==> config.mk <==
export PLATFORM = sky130hd
export DESIGN_NAME = axi_4_read_arbiter
export DESIGN_NICKNAME = d
export VERILOG_FILES = /design/src/rtl/axi_4_pkg.sv /design/src/rtl/axi_4_rr_picker.sv /design/src/rtl/axi_4_read_arbiter.sv
export SDC_FILE = /design/constraint.sdc
export NUM_CORES = 1
export LEC_CHECK = 0
export BUFFER_PORTS_ARGS = -buffer_cell sky130_fd_sc_hd__buf_2
export CORE_AREA = 2 2 93 95
export DETAILED_ROUTE_END_ITERATION = 10
export DIE_AREA = 0 0 95 97
export HOLD_SLACK_MARGIN = 0.12
export PLACE_DENSITY = 0.57
export SYNTH_ARGS = -nofsm -noshare
export SYNTH_HDL_FRONTEND = slang
export SYNTH_HIERARCHICAL = 1
export SYNTH_SLANG_ARGS = --single-unit
==> constraint.sdc <==
create_clock -name clk -period 1.13 [get_ports clk]
set_clock_uncertainty 0.1 [all_clocks]
set_input_delay 0.0565 -clock clk [delete_from_list [all_inputs] [get_ports clk]]
set_output_delay 0.0565 -clock clk [all_outputs]
set_load 0.01 [all_outputs]
==> src/rtl/axi_4_pkg.sv <==
// Shared AXI4 channel structs plus the read-arbiter state type and response codes.
package axi_4_pkg;

  typedef struct packed {
    logic [3:0]  axid;
    logic [31:0] axaddr;
    logic [7:0]  axlen;
    logic [2:0]  axsize;
    logic [1:0]  axburst;
  } read_write_address_channel_t;

  typedef struct packed {
    logic [3:0]  rid;
    logic [31:0] rdata;
    logic [1:0]  rresp;
    logic        rlast;
  } read_data_channel_t;

  typedef enum logic [1:0] {IDLE, ADDR, DATA} arb_state_e;

  localparam logic [1:0] AXI_RESP_OKAY   = 2'b00;
  localparam logic [1:0] AXI_RESP_SLVERR = 2'b10;

endpackage

==> src/rtl/axi_4_rr_picker.sv <==
// Combinational round-robin picker: first set request bit at or above ptr_i, wrapping.
module axi_4_rr_picker #(
  parameter int NUM_MASTERS = 2,
  parameter int IDX_W       = (NUM_MASTERS > 2) ? $clog2(NUM_MASTERS) : 1
) (
  input  logic [NUM_MASTERS-1:0] req_i,
  input  logic [IDX_W-1:0]       ptr_i,
  output logic [IDX_W-1:0]       winner_o,
  output logic                   any_req_o
);

  int idx;

  // Scan from the farthest offset down so the nearest requester to ptr_i wins last.
  always_comb begin
    winner_o  = '0;
    any_req_o = 1'b0;
    idx       = 0;
    for (int i = NUM_MASTERS - 1; i >= 0; i--) begin
      idx = int'(ptr_i) + i;
      if (idx >= NUM_MASTERS) begin
        idx = idx - NUM_MASTERS;
      end
      if (req_i[idx[IDX_W-1:0]]) begin
        winner_o  = idx[IDX_W-1:0];
        any_req_o = 1'b1;
      end
    end
  end

endmodule

==> src/rtl/axi_4_read_arbiter.sv <==
// Round-robin arbiter sharing one AXI4 read slave among NUM_MASTERS masters, one burst at a time.
// Define AXI_RD_ARB_BEAT_CHECK_EN to sequence bursts by axlen and flag rlast disagreements.
module axi_4_read_arbiter
  import axi_4_pkg::*;
#(
  parameter int NUM_MASTERS = 2,
  parameter int IDX_W       = (NUM_MASTERS > 2) ? $clog2(NUM_MASTERS) : 1
) (
  input  logic                                          clk,
  input  logic                                          rst_n,
  input  logic [NUM_MASTERS-1:0]                        m_arvalid,
  output logic [NUM_MASTERS-1:0]                        m_arready,
  input  read_write_address_channel_t [NUM_MASTERS-1:0] m_ar,
  output logic [NUM_MASTERS-1:0]                        m_rvalid,
  input  logic [NUM_MASTERS-1:0]                        m_rready,
  output read_data_channel_t                            m_r,
  output logic                                          s_arvalid,
  input  logic                                          s_arready,
  output read_write_address_channel_t                   s_ar,
  input  logic                                          s_rvalid,
  output logic                                          s_rready,
  input  read_data_channel_t                            s_r,
  output logic [IDX_W-1:0]                              grant_idx,
  output logic                                          busy
`ifdef AXI_RD_ARB_BEAT_CHECK_EN
  ,
  output logic                                          beat_err
`endif
);

  arb_state_e       state_q, state_d;
  logic [IDX_W-1:0] rrPtr_q, rrPtr_d;
  logic [IDX_W-1:0] grantIdx_q, grantIdx_d;
  logic [IDX_W-1:0] pickWinner;
  logic             anyReq;
  logic             arHs;
  logic             rHs;
  logic             burstEnd;
`ifdef AXI_RD_ARB_BEAT_CHECK_EN
  logic [7:0]       beatCnt_q, beatCnt_d;
  logic             beatErr_q, beatErr_d;
  logic             lastMismatch;
`endif

  axi_4_rr_picker #(
    .NUM_MASTERS(NUM_MASTERS),
    .IDX_W      (IDX_W)
  ) u_picker (
    .req_i    (m_arvalid),
    .ptr_i    (rrPtr_q),
    .winner_o (pickWinner),
    .any_req_o(anyReq)
  );

  always_comb begin
    state_d    = state_q;
    rrPtr_d    = rrPtr_q;
    grantIdx_d = grantIdx_q;
    m_arready  = '0;
    m_rvalid   = '0;
    m_r        = '0;
    s_arvalid  = 1'b0;
    s_ar       = '0;
    s_rready   = 1'b0;
    arHs       = 1'b0;
    rHs        = 1'b0;
    burstEnd   = 1'b0;
`ifdef AXI_RD_ARB_BEAT_CHECK_EN
    beatCnt_d    = beatCnt_q;
    beatErr_d    = beatErr_q;
    lastMismatch = 1'b0;
`endif
    unique case (state_q)
      IDLE: begin
        if (anyReq) begin
          grantIdx_d = pickWinner;
          state_d    = ADDR;
        end
      end
      ADDR: begin
        s_arvalid             = m_arvalid[grantIdx_q];
        s_ar                  = m_ar[grantIdx_q];
        m_arready[grantIdx_q] = s_arready;
        arHs                  = s_arvalid & s_arready;
        if (arHs) begin
          state_d = DATA;
`ifdef AXI_RD_ARB_BEAT_CHECK_EN
          beatCnt_d = m_ar[grantIdx_q].axlen;
`endif
        end
      end
      DATA: begin
        m_rvalid[grantIdx_q] = s_rvalid;
        s_rready             = m_rready[grantIdx_q];
        m_r                  = s_r;
        rHs                  = s_rvalid & s_rready;
`ifdef AXI_RD_ARB_BEAT_CHECK_EN
        // The counter, not rlast, decides where the burst ends; a disagreeing rlast is reported.
        lastMismatch = s_r.rlast != (beatCnt_q == 8'd0);
        burstEnd     = rHs && (beatCnt_q == 8'd0);
        if (s_rvalid && lastMismatch) begin
          m_r.rresp = AXI_RESP_SLVERR;
        end
        if (rHs) begin
          beatCnt_d = beatCnt_q - 8'd1;
          if (lastMismatch) begin
            beatErr_d = 1'b1;
          end
        end
`else
        burstEnd = rHs & s_r.rlast;
`endif
        if (burstEnd) begin
          state_d = IDLE;
          rrPtr_d = (grantIdx_q == IDX_W'(NUM_MASTERS - 1)) ? '0 : grantIdx_q + 1'b1;
        end
      end
      default: state_d = IDLE;
    endcase
  end

  always_ff @(posedge clk) begin
    if (!rst_n) begin
      state_q    <= IDLE;
      rrPtr_q    <= '0;
      grantIdx_q <= '0;
`ifdef AXI_RD_ARB_BEAT_CHECK_EN
      beatCnt_q  <= '0;
      beatErr_q  <= 1'b0;
`endif
    end else begin
      state_q    <= state_d;
      rrPtr_q    <= rrPtr_d;
      grantIdx_q <= grantIdx_d;
`ifdef AXI_RD_ARB_BEAT_CHECK_EN
      beatCnt_q  <= beatCnt_d;
      beatErr_q  <= beatErr_d;
`endif
    end
  end

  assign grant_idx = grantIdx_q;
  assign busy      = (state_q != IDLE);
`ifdef AXI_RD_ARB_BEAT_CHECK_EN
  assign beat_err  = beatErr_q;
`endif

endmodule

==> qor.csv, run 1 <==
stage,metric,value,unit
worst_setup_path,crit_path_start,grant_idx,
synthesis,synth_area,1280,sq um
floorplan,start_util,15.8,%
sta,fin_tns_setup,-26.21,ns
drt,post_drt_wl_per_cell,12.6,um
placement,post-dp-hpwl,5520,um
clock_network,clk_latency,0.22,ns
worst_setup_path,setup.worst_path.end,s_ar[42],
synthesis,synth_seq_cells,4,
global_route,antenna_found_initial,0,
sta,relSlewSlack,85.6,%
drt,dr.pass1.iters,4,
floorplan,core_area,8130,sq um
sta,finalWorstSetupSlack,-0.330,ns
placement,place_ws,-0.122,ns
placement,dp_cells,530,
worst_setup_path,worstPathRequired,0.97,ns
cells_and_area,syn2layout_area_growth,139,%
global_route,grt_pass1_wl,9830,um
drt,vias,2221,
cells_and_area,diodes,0,
clock_network,cts_tree,done,
sta,rsz0062_at_grt,true,
min_path,hp-class,in -> reg,
worst_setup_path,critPathLaunchType,register,
clock_network,htreeDepth,1,
drt,drc,0,
floorplan,dieArea,9220,sq um
sta,finalCritPeriodShare,129,%
power_and_ir_drop,power,1.60,mW
floorplan,fp.dieH,97,um
worst_setup_path,crit_path_end_kind,output pin,
drt,drtAntennaViolNets,0,
clock_network,clkSlewWorstSetupHoldPaths,0.03,ns
run,max_cap_viol_count,0,
sta,finalCriticalPeriod,1.46,ns
synthesis,ys_seq_area_share,6.24,%
worst_setup_path,rrSetupSlack,-0.22,ns
sta,fmax,685,MHz
sta,tightest_slew,0.215,ns
worst_setup_path,reg2reg_to,rrPtr_q,
global_route,grt-ovfl-total,0,
drt,drt-total-wl,6880,um
worst_setup_path,crit_arrival,1.30,ns
clock_network,cts.path.max_buffers,2,
global_route,grt_usage,13.0,%
sta,setup-violations-final,99,
synthesis,synth.distinct_cells,23,
drt,via_per_inst,4.06,
synthesis,synth_nets,333,
sta,hold_viol,0,
global_route,grt_max_degree,21,
global_route,grt_pass1_vias,2187,
worst_setup_path,worstReg2RegStart,grant_idx,
drt,drtIter0Drc,14,
cells_and_area,stdcell_count,547,
floorplan,row_count,33,
synthesis,yosysWarnings,6,
synthesis,syn_avg_cell_area,6.83,sq um
worst_setup_path,crit_path_max_fanout,9,
worst_setup_path,reg2reg_depth,5,
power_and_ir_drop,p_per_area,523,nW/um^2
power_and_ir_drop,max-vdd-ir-drop,0.176,mV
placement,gp_congestion,0.869,
cells_and_area,drive_gt1_share,64.9,%
synthesis,synthCells,188,
sta,drv_slew,0,
status,violations,setup timing,
clock_network,cts_buffers,3,
placement,portBuffers,240,
clock_network,cts_root_buffer,clkbuf_8,
power_and_ir_drop,p_leak,1.74,nW
worst_setup_path,crit_type,reg -> out,
status,status,"complete, but fails checks",
cells_and_area,final_nets,588,
clock_network,clkSinkCount,4,
floorplan,die_x,95,um
sta,whs,0.154,ns
floorplan,ios,241,
[worst min path at each step]
stage                     cells past startpoint         end      start
after global placement                        2   grant_idx      rst_n
after floorplan                               1   grant_idx      rst_n
after detailed placement                      2   grant_idx      rst_n
after CTS                                     4  state_q[0]  s_arready
final                                         4  state_q[0]  s_arready
after global routing                          4  state_q[0]  s_arready
[power breakdown]
group	total (mW)	switching, mW	internal, mW
sequential	0.158	0.00927	0.148
clock	0.319	0.0780	0.241
combinational	1.13	0.509	0.619
total	1.60	0.596	1.01
[registers in the layout, summed over array words and instances (netlist names)]
register,flops
grant_idx,1
rrPtr_q,1
state_q,2
[layout make-up]
type / instances / area, sq um
Clock buffer: 4 / 45.0
Fill cell: 863 / 5070
Inverter: 1 / 3.75
Multi-Input combinational cell: 167 / 1200
Sequential cell: 4 / 88.8
Tap cell: 105 / 131
Timing Repair Buffer: 266 / 1600
[metrics by stage]
step	util, %	cell area, sq um
floorplan	-	1320
global placement	32.9	2680
detailed placement	32.9	2680
CTS	35.9	2920
global route	37.7	3070
finish	37.7	3070
[worst max-delay path, cell delays in order (launching register included)]
cell	delay (ns)
dfxtp_4	0.36
buf_12	0.14
buf_16	0.15
mux2i_2	0.23
nor2_1	0.06
buf_2	0.14
[per-layer routing]
metal	global-route usage (%)	up-vias	share of wire [%]	wire length, um
li1	-	1125	-	-
met1	13.6	952	37	2520
met3	2.10	3	10	689
met2	26.6	141	53	3660
met5	0	-	0	0
met4	2.12	0	0.26	18
[placed cells by master, fill, tap and decap left out, types with 2 or more instances in the layout]
cell type,Yosys,final
dfxtp_4,0,2
nor2_1,53,51
mux2i_1,52,44
nand2_1,4,3
buf_16,0,4
and2_1,39,39
buf_2,7,237
buf_12,0,4
dlygate4sd3_1,0,2
nand2b_4,1,2
buf_4,4,11
clkbuf_16,0,2
clkbuf_8,0,3
buf_6,0,6
a21boi_1,3,3
mux2i_2,0,7
[kinds of logic after synthesis]
kind of cell / count (synthesis) / synth area share (%)
buf+inv: 17 / 6.82
flops: 4 / 6.24
simple gates: 109 / 43.2
mux: 52 / 40.5
compound gates: 6 / 3.22
[synthesized netlist by cell type]
cell type / count / area, sq um
nor2_1: 53 / 199
and3_1: 2 / 12.5
o21ai_0: 1 / 5.00
or2_2: 1 / 6.26
nand2b_4: 1 / 13.8
o31ai_1: 1 / 7.51
and2b_1: 2 / 15.0
nand2_1: 4 / 15.0
nor3b_1: 2 / 15.0
and2_1: 39 / 244
buf_4: 4 / 30.0
o22ai_1: 1 / 6.26
dfxtp_1: 4 / 80.1
nand3b_1: 1 / 7.51
or2_1: 1 / 6.26
or4_1: 1 / 7.51
nand2b_1: 1 / 6.26
mux2i_1: 52 / 521
clkbuf_1: 5 / 18.8
buf_2: 7 / 35.0
nor2b_1: 1 / 6.26
inv_1: 1 / 3.75
a21boi_1: 3 / 22.5
[timing repair]
action | 4_1_cts | 5_1_grt
cloned | 3 | 2
resized for setup | 23 | 14
setup endpoints to repair | 99 | 99
hold buffers | 2 | 0
hold endpoints to repair | 4 | 0
pin swaps | 6 | 3
buffers inserted | 2 | 4
Power figures use the tool's default switching activity.
==> run 2: changes to the inputs <==
--- a/config.mk
+++ b/config.mk
@@ -10,7 +10,7 @@
 export DETAILED_ROUTE_END_ITERATION = 10
 export DIE_AREA = 0 0 95 97
 export HOLD_SLACK_MARGIN = 0.12
-export PLACE_DENSITY = 0.57
+export PLACE_DENSITY = 0.55
 export SYNTH_ARGS = -nofsm -noshare
 export SYNTH_HDL_FRONTEND = slang
 export SYNTH_HIERARCHICAL = 1
==> constraint.sdc (replaced) <==
create_clock -name clk -period 1.4 [get_ports clk]
set_clock_uncertainty 0.1 [all_clocks]
set_input_delay 0.07 -clock clk [delete_from_list [all_inputs] [get_ports clk]]
set_output_delay 0.07 -clock clk [all_outputs]
set_load 0.01 [all_outputs]
==> run 2 against run 1 <==
Effect of this change:
- the flow still finishes with violations (setup timing)
- clock power shrank 17%
- sequential power fell by 19%
- flip-flop and latch count is the same
==> qor.csv, run 2 (synthesis results as in run 1) <==
stage,metric,value,unit,change
status,status,"complete, but fails checks",,
status,violations,setup timing,,
cells_and_area,fillCellCount,848,,-1.7%
sta,rsz0062_at_grt,true,,
global_route,grt_pass1_wl,9660,um,-1.7%
worst_setup_path,path_cells,and2b_4 > clkbuf_16 > and2_1 > buf_2,,
cells_and_area,post-route-util,37.9,%,+0.15 points
worst_setup_path,crit_slowest_cell,dfxtp_2,,
floorplan,row_count,33,,unchanged
worst_setup_path,reg2reg_depth,4,,-1
min_path,hp-class,in -> reg,,
cells_and_area,syn2layout_area_growth,140,%,
global_route,antenna_found_initial,0,,unchanged
clock_network,cts_tree,done,,
drt,dr.pass1.iters,4,,unchanged
worst_setup_path,max_stage_delay,0.33,ns,-0.03 ns
sta,tightest_slew,0.255,ns,+0.0399 ns
drt,drtAntennaViolNets,0,,unchanged
worst_setup_path,crit_path_start,state_q[0],,
drt,drtIter0Drc,21,,+7
floorplan,fp.dieH,97,um,unchanged
cells_and_area,diodes,0,,unchanged
cells_and_area,final_nets,585,,-0.51%
floorplan,start_util,15.8,%,unchanged
cells_and_area,drive_gt1_share,65.4,%,+0.44 points
worst_setup_path,crit_family,simple AND/OR/NAND/NOR gates,,
sta,drv_slew,0,,unchanged
worst_setup_path,crit_type,reg -> out,,
cells_and_area,stdcell_count,544,,-0.55%
sta,finalCriticalPeriod,1.46,ns,
worst_setup_path,worstReg2RegStart,grant_idx,,
worst_setup_path,crit_arrival,1.29,ns,about the same
clock_network,clkSlewWorstSetupHoldPaths,0.03,ns,about the same
worst_setup_path,crit_path_max_fanout,11,,+2
floorplan,dieArea,9220,sq um,unchanged
placement,dp_cells,522,,-1.5%
floorplan,die_x,95,um,unchanged
worst_setup_path,crit_path_end_kind,output pin,,
global_route,grt-ovfl-total,0,,unchanged
floorplan,ios,241,,unchanged
cells_and_area,largest_reg_flops,2,,unchanged
drt,drt-total-wl,7830,um,+14%
clock_network,clk_latency,0.22,ns,about the same
floorplan,core_area,8130,sq um,unchanged
min_path,min_from,m_arvalid[0],,
worst_setup_path,setup.worst_path.end,m_r[27],,
power_and_ir_drop,p_per_area,426,nW/um^2,-19%
power_and_ir_drop,p_leak,1.73,nW,-0.69%
clock_network,cts_root_buffer,clkbuf_8,,
worst_setup_path,reg2reg_to,rrPtr_q,,
worst_setup_path,worstPathRequired,1.23,ns,+0.26 ns
drt,vias,2263,,+1.9%
clock_network,cts.path.max_buffers,2,,unchanged
sta,setup-violations-final,89,,-10%
clock_network,cts_buffers,3,,unchanged
power_and_ir_drop,max-vdd-ir-drop,0.215,mV,+22%
sta,fmax,685,MHz,
run,max_cap_viol_count,0,,unchanged
worst_setup_path,cp_num_buf_inv,2,,-1
clock_network,clkSinkCount,4,,unchanged
sta,finalWorstSetupSlack,-0.0595,ns,+0.271 ns
global_route,grt_pass1_vias,2125,,-2.8%
global_route,grt_usage,12.9,%,-0.13 points
cells_and_area,mostFrequentLayoutCell,buf_2,,
sta,finalCritPeriodShare,104,%,
drt,drc,0,,unchanged
sta,relSlewSlack,82.7,%,-2.9 points
sta,hold_viol,0,,unchanged
worst_setup_path,crit_cells,4,,-1
worst_setup_path,rrSetupSlack,-0.05,ns,+0.17 ns
drt,post_drt_wl_per_cell,14.4,um,+14%
placement,post-dp-hpwl,5500,um,-0.35%
clock_network,htreeDepth,1,,unchanged
placement,portBuffers,240,,unchanged
worst_setup_path,critPathLaunchType,register,,
placement,gp_congestion,0.798,,-8.2%
cells_and_area,mostFrequentLayoutCells,"buf_2 (235), nor2_1 (52), mux2i_1 (43)",,
drt,via_per_inst,4.16,,+2.5%
global_route,grt_max_degree,51,,+140%
cells_and_area,regMostFlops,state_q,,
run 2: cell types whose count changed in the layout (fill, tap and decap cells not counted), sizes merged:
cell / before / now
buf: 262 / 256
clkbuf: 6 / 9
run 2: metrics by stage:
step | setup WS, ns | hold WS (ns) | power [mW] | area (sq um) | setup TNS, ns
floorplan | 0.0796 | 0.0982 | 0.490 | 1280 | 0
global placement | 0.107 | 0.246 | 0.872 | 2610 | 0
detailed placement | 0.0937 | 0.238 | 0.882 | 2610 | 0
CTS | -0.0930 | 0.122 | 1.18 | 2740 | -3.15
global route | -0.117 | 0.178 | 1.41 | 3080 | -7.91
finish | -0.0595 | 0.131 | 1.31 | 3080 | -2.86
run 2: worst min-delay path by stage:
| stage | endpoint | slack, ns | cells after the start |
|---|---|---|---|
| 2_1_floorplan | grant_idx | 0.1 | 1 |
| 3_5_place_dp | grant_idx | 0.24 | 2 |
| 3_3_place_gp | grant_idx | 0.25 | 2 |
| 6_report | grant_idx | 0.13 | 4 |
| 4_1_cts | grant_idx | 0.12 | 4 |
| 5_1_grt | rrPtr_q | 0.18 | 4 |
run 2: routing by layer:
layer  track usage [%]  up-vias  wire [um]
met4              1.90        0         19
li1                  -     1121          -
met1              13.6      997       2930
met2              26.0      141       4220
met5                 0        -          0
met3              2.41        4        659
run 2: cell type report:
| cell class | count | area, sq um | area share (%) |
|---|---|---|---|
| well taps | 105 | 131 | 4.27 |
| inverters | 1 | 3.75 | 0.122 |
| multi-input cells | 167 | 1200 | 38.8 |
| repair buffers | 263 | 1610 | 52.4 |
| flip-flops and latches | 4 | 88.8 | 2.89 |
| clock buffers | 4 | 45.0 | 1.46 |
run 2: what timing repair did:
action                                  in CTS  in global routing
hold buffers                                 2                  0
endpoints found under the setup margin      92                 95
setup buffers                                2                  4
hold endpoints to repair                     4                  0
resized for setup                            7                 33
cloned                                       1                  9
pin swaps                                   11                  0
run 2: worst reg2reg max path: stages, from the launching register on:
cell and delay (ns):
dfxtp_4 0.35, buf_6 0.14, mux2i_4 0.19, or4_1 0.47, a21boi_1 0.13
run 2: power breakdown:
group          internal (mW)  leakage (nW)  switching [mW]
Sequential             0.120        0.0344         0.00871
Combinational          0.496          1.67           0.421
Clock                  0.195        0.0228          0.0709
